===== config.mk =====
export PLATFORM = sky130hd
export DESIGN_NAME = vpd_access_ctrl
export DESIGN_NICKNAME = d
export VERILOG_FILES = /design/src/rtl/vpd_access_ctrl.sv
export SDC_FILE = /design/constraint.sdc
export NUM_CORES = 1
export LEC_CHECK = 0
export BUFFER_PORTS_ARGS = -buffer_cell sky130_fd_sc_hd__buf_4
export CAP_MARGIN = 20
export CORE_MARGIN = 2
export CORE_UTILIZATION = 31
export DETAILED_ROUTE_END_ITERATION = 16
export PLACE_DENSITY = 0.64
export SLEW_MARGIN = 10
export SYNTH_ARGS = -nofsm -noshare
export SYNTH_HDL_FRONTEND = slang
export SYNTH_SLANG_ARGS = --single-unit
export TNS_END_PERCENT = 20

===== constraint.sdc =====
create_clock -name clk -period 4.75 [get_ports clk]
set_input_delay 0 -clock clk [delete_from_list [all_inputs] [get_ports clk]]
set_output_delay 0 -clock clk [all_outputs]
set_load 0.01 [all_outputs]

===== src/rtl/vpd_access_ctrl.sv =====
// VPD Address/F-flag handshake controller: a config write to the address dword launches one
// dword read or write against the VPD backing store, and completion is reported by toggling F.
module vpd_access_ctrl #(
  parameter logic [7:0] CAP_ID         = 8'h03,
  parameter logic [7:0] NEXT_PTR       = 8'h00,
  parameter int         TIMEOUT_CYCLES = 1024
) (
  input  logic        clk,
  input  logic        rst,
  input  logic        cfg_wr_en,
  input  logic        cfg_wr_sel,
  input  logic [31:0] cfg_wr_data,
  input  logic [3:0]  cfg_byte_en,
  output logic [31:0] vpd_addr_dword,
  output logic [31:0] vpd_data_dword,
  output logic        mem_req,
  output logic        mem_we,
  output logic [12:0] mem_addr,
  output logic [31:0] mem_wdata,
  input  logic        mem_gnt,
  input  logic        mem_rvalid,
  input  logic [31:0] mem_rdata,
  output logic        busy,
  output logic        timeout_err,
  output logic        write_dropped
);

  // state   | meaning
  // IDLE    | no access in flight, config writes accepted
  // RD_REQ  | read request presented, waiting for mem_gnt
  // RD_WAIT | read granted, waiting for mem_rvalid
  // WR_REQ  | write request presented, waiting for mem_gnt (posted)
  typedef enum logic [1:0] {IDLE, RD_REQ, RD_WAIT, WR_REQ} state_t;

  localparam int            TW      = $clog2(TIMEOUT_CYCLES);
  localparam logic [TW-1:0] TC_LOAD = TW'(TIMEOUT_CYCLES - 1);

  state_t        state;
  logic          f_flag;
  logic [14:0]   addr;
  logic [31:0]   data;
  logic [TW-1:0] tmr;
  logic          launch;
  logic          tc;

  assign launch = cfg_wr_en && !cfg_wr_sel && (cfg_byte_en[3:2] == 2'b11);
  // Down-counter loaded on launch; reaching zero marks the last busy cycle allowed.
  assign tc     = (tmr == '0);

  assign vpd_addr_dword = {f_flag, addr, NEXT_PTR, CAP_ID};
  assign vpd_data_dword = data;
  assign mem_req        = (state == RD_REQ) || (state == WR_REQ);
  assign mem_we         = (state == WR_REQ);
  assign mem_addr       = addr[14:2];
  assign mem_wdata      = data;
  assign busy           = (state != IDLE);

  always_ff @(posedge clk) begin
    if (rst) begin
      state         <= IDLE;
      f_flag        <= 1'b0;
      addr          <= '0;
      data          <= '0;
      tmr           <= '0;
      timeout_err   <= 1'b0;
      write_dropped <= 1'b0;
    end else begin
      write_dropped <= cfg_wr_en && (state != IDLE);
      case (state)
        IDLE: begin
          if (cfg_wr_en && cfg_wr_sel) begin
            for (int i = 0; i < 4; i++) begin
              if (cfg_byte_en[i]) data[8*i +: 8] <= cfg_wr_data[8*i +: 8];
            end
          end else if (launch) begin
            addr   <= cfg_wr_data[30:16];
            f_flag <= cfg_wr_data[31];
            tmr    <= TC_LOAD;
            state  <= cfg_wr_data[31] ? WR_REQ : RD_REQ;
          end
        end
        RD_REQ: begin
          if (tc) begin
            data        <= '1;
            f_flag      <= 1'b1;
            timeout_err <= 1'b1;
            state       <= IDLE;
          end else begin
            tmr <= tmr - 1'b1;
            if (mem_gnt) state <= RD_WAIT;
          end
        end
        RD_WAIT: begin
          // A completion on the terminal cycle takes priority over the abort.
          if (mem_rvalid) begin
            data   <= mem_rdata;
            f_flag <= 1'b1;
            state  <= IDLE;
          end else if (tc) begin
            data        <= '1;
            f_flag      <= 1'b1;
            timeout_err <= 1'b1;
            state       <= IDLE;
          end else begin
            tmr <= tmr - 1'b1;
          end
        end
        WR_REQ: begin
          if (mem_gnt) begin
            f_flag <= 1'b0;
            state  <= IDLE;
          end else if (tc) begin
            f_flag      <= 1'b0;
            timeout_err <= 1'b1;
            state       <= IDLE;
          end else begin
            tmr <= tmr - 1'b1;
          end
        end
        default: state <= IDLE;
      endcase
    end
  end

endmodule


==> metrics.md <==
| Metric | Value |
|---|---|
| Top_reg_cell synth | dfxtp_1 |
| Critical-path maximum fanout | 20 |
| Req. time, crit path | 4.98 ns |
| Hold depth | 3 |
| Met1 GRT Util | 22.9% |
| Antenna-violating nets left | 0 |
| Met2 Use GR | 31.2% |
| Hold WC Path Type | in -> reg |
| TNS Setup | 0 ns |
| Mapped Cells | 515 |
| TritonCTS clock tree | built |
| CTS clock-pin slew for the worst setup and hold paths | 0.06 ns |
| Clk pwr share | 36.7% |
| Gr usage total | 18.2% |
| Share of cells above drive strength 1 | 34.5% |
| Status | completed |
| Root buffer cell | clkbuf_16 |
| Post-route clock period utilization | 53.9% |
| CP Capture Type | flip-flop |
| Ys async rst share | 0% |
| Comb pwr share | 28.0% |
| Slew Viols, Final | 0 |
| Synth Warn # | 0 |
| Vias in the first global route | 4071 |
| H-tree depth | 3 |
| Detail Placement HPWL | 9390 microns |
| Max VDD drop | 131 uV |
| Clock skew | 0.00865 ns |
| Global route hottest layer | met2 |
| Max Root-Sink Buffers | 2 |
| Core Footprint | 13100 sq um |
| PwrDens | 308 nW/um^2 |
| Critical Path Slowest Stage Cell | nor3_1 |
| Max Cap Viol | 0 |
| Post-synth EDFFs | 0 |
| Leak Pwr | 2.44 nW |
| Fin nets | 724 |
| Placed cells | 784 |
| ANT cells | 0 |
| Die height | 119 microns |
| Fmax | 391 MHz |
| Placement Cell Area | 5080 sq um |
| DR pass1 iterations | 5 |
| Data arrival, critical path | 2.79 ns |
| Yosys reg bits | 62 |
| IO Pins | 188 |
| Post-route insts no fill | 826 |
| Final min period | 2.56 ns |
| FP Rows | 42 |
| # setup viols final | 0 |
| Setup bufs post-CTS | 0 |
| Finished Cell Area | 5620 sq um |
| Avg Synthesized Cell Area | 7.97 sq um |
| CTS buffer count | 9 |
| PortBufs | 171 |
| Gp weighted congestion | 0.820 |
| CP cell instances | inv_1 -> ha_2 -> inv_1 -> nor3_1 -> nor4_1 -> nor4_1 |
| Switching part of the total | 31.4% |
| Iter 0 DRT Violations | 340 |
| DR vias/cell | 5.21 |
| Setup repair after global routing missed its margin | no |
| P_sw | 0.000544 W |
| DRC violations left | 0 |
| Synthesized cell area | 4100 sq um |
| Antenna violations before repair | 0 |
| Final hold viol count | 0 |
| Vias | 4304 |
| Synth-to-layout area growth | 37.1% |
| Worst rel slew slack | 30.9% |
| Sequential fraction of the synthesis area | 30.3% |
| Yosys cell types | 49 |
| Crit-path max cell delay | 0.88 ns |
| First-pass GRT wire length | 20800 microns |
| Sequential Power Share | 35.3% |
| Int Power | 0.00119 W |
| Starting Density | 31.4% |
| Wire per inst | 16.1 microns |
| Clk Latency, worst-skew pair | 0.33 ns |
| Total die area | 14200 sq um |
| GR Overflow Total | 0 |
| Die width | 119 microns |
| WL final | 13300 microns |
| Crit path launch type | flip-flop |
| Largest net degree at the start of global routing | 76 |
| Resize count post-CTS | 0 |
| Met3 usage | 4.12% |
| Crit Path Category | reg -> reg |
| TritonCTS sink count | 62 |
| Worst slew pin tran | 1.04 ns |
| Reg2Reg Depth | 6 |
## kinds of logic (layout without fill, tap and decap cells)
logic type	after synthesis	after routing	share of synthesized area (%)
fa+ha+maj	5	5	1.52
compound gates	165	165	31.3
buf+inv	106	227	15.9
flops	62	62	30.3
simple gates	175	175	20.8
other cells	2	16	0.183
## metrics by stage
stage / total power (W) / setup slack [ns] / hold slack (ns) / util [%]
2_1_floorplan: 0.000931 / 2.79 / 0.136 / -
5_1_grt: 0.00182 / 1.95 / 0.0122 / 43.0
3_5_place_dp: 0.00109 / 2.22 / 0.273 / 38.8
3_3_place_gp: 0.00107 / 2.08 / 0.267 / 38.7
6_report: 0.00173 / 2.19 / 0.0128 / 43.0
4_1_cts: 0.00174 / 2.20 / 0.00804 / 43.0
## per-layer routing
metal  vias up  wire length, microns
li1       2063                     -
met3        13                   846
met5         -                     0
met1      2038                  5750
met4         0                    92
met2       190                  6610
## state kept, by name, indices dropped and copies added, names as in the netlist
name,count
f_flag,1
state,2
addr,15
timeout_err,1
mem_wdata,32
tmr,10
write_dropped,1
## path summary, 6_finish.rpt
kind / start / to / slack (ns)
min reg2reg: addr[10] / addr[10] / 0.47
max: state[0] / tmr[9] / 2.19
min: cfg_wr_data[11] / mem_wdata[11] / 0.01
max reg2reg: state[0] / tmr[9] / 2.19
## power by group through the flow
stage               sequential (W)  clock [W]  combinational [W]
finish                    0.000611   0.000635           0.000486
global route              0.000615   0.000673           0.000529
floorplan                 0.000621          0           0.000311
detailed placement        0.000621          0           0.000466
CTS                       0.000610   0.000647           0.000485
global placement          0.000618          0           0.000456
## Yosys cell counts (all sizes together), types with 3 or more instances
library cell   n  area, sq um
nand2         67          251
buf           67          507
and3          33          206
clkbuf        28          105
a21oi         28          140
nor3           6         30.0
a221o          4         40.0
o2bb2ai       32          468
dfxtp         62         1240
nor4           7         56.3
nand3          8         40.0
a31oi          6         37.5
o21ai         39          195
ha             5         62.6
nor2          38          143
inv           11         41.3
a311oi         3         26.3
a211oi         6         45.0
o22ai         32          200
## timing repair
| action | 4_1_cts | 5_1_grt |
|---|---|---|
| endpoints found under the hold margin | 26 | 0 |
| hold buffers | 26 | 0 |
| endpoints found under the setup margin | 0 | 0 |
## area by class of cell
cell class / count / area [sq um]
clock inverters: 3 / 17.5
inverters: 11 / 41.3
flip-flops and latches: 62 / 1240
repair buffers: 200 / 1570
fillers: 1305 / 7460
clock buffers: 13 / 270
multi-input cells: 361 / 2260
well taps: 176 / 220
## critical path: cells and delay by family, from the launching register on
| family | cells | cell delay, ns |
|---|---|---|
| DFF | 1 | 0.34 |
| buffers and inverters | 2 | 0.43 |
| and+or+nand+nor | 3 | 1.28 |
| adders and majority gates | 1 | 0.42 |
## layout by cell type, fill, tap and decap left out, drive strengths merged, types with 6 or more instances in the layout
master,count
nor2,38
o21ai,39
dlygate4sd3,26
nor3,6
dfxtp,62
a31oi,6
buf,174
o22ai,32
nand2,67
a211oi,6
inv,11
and3,33
o2bb2ai,32
nand3,8
clkbuf,13
conb,16
nor4,7
a21oi,28
(Power assumes the default switching activity.)
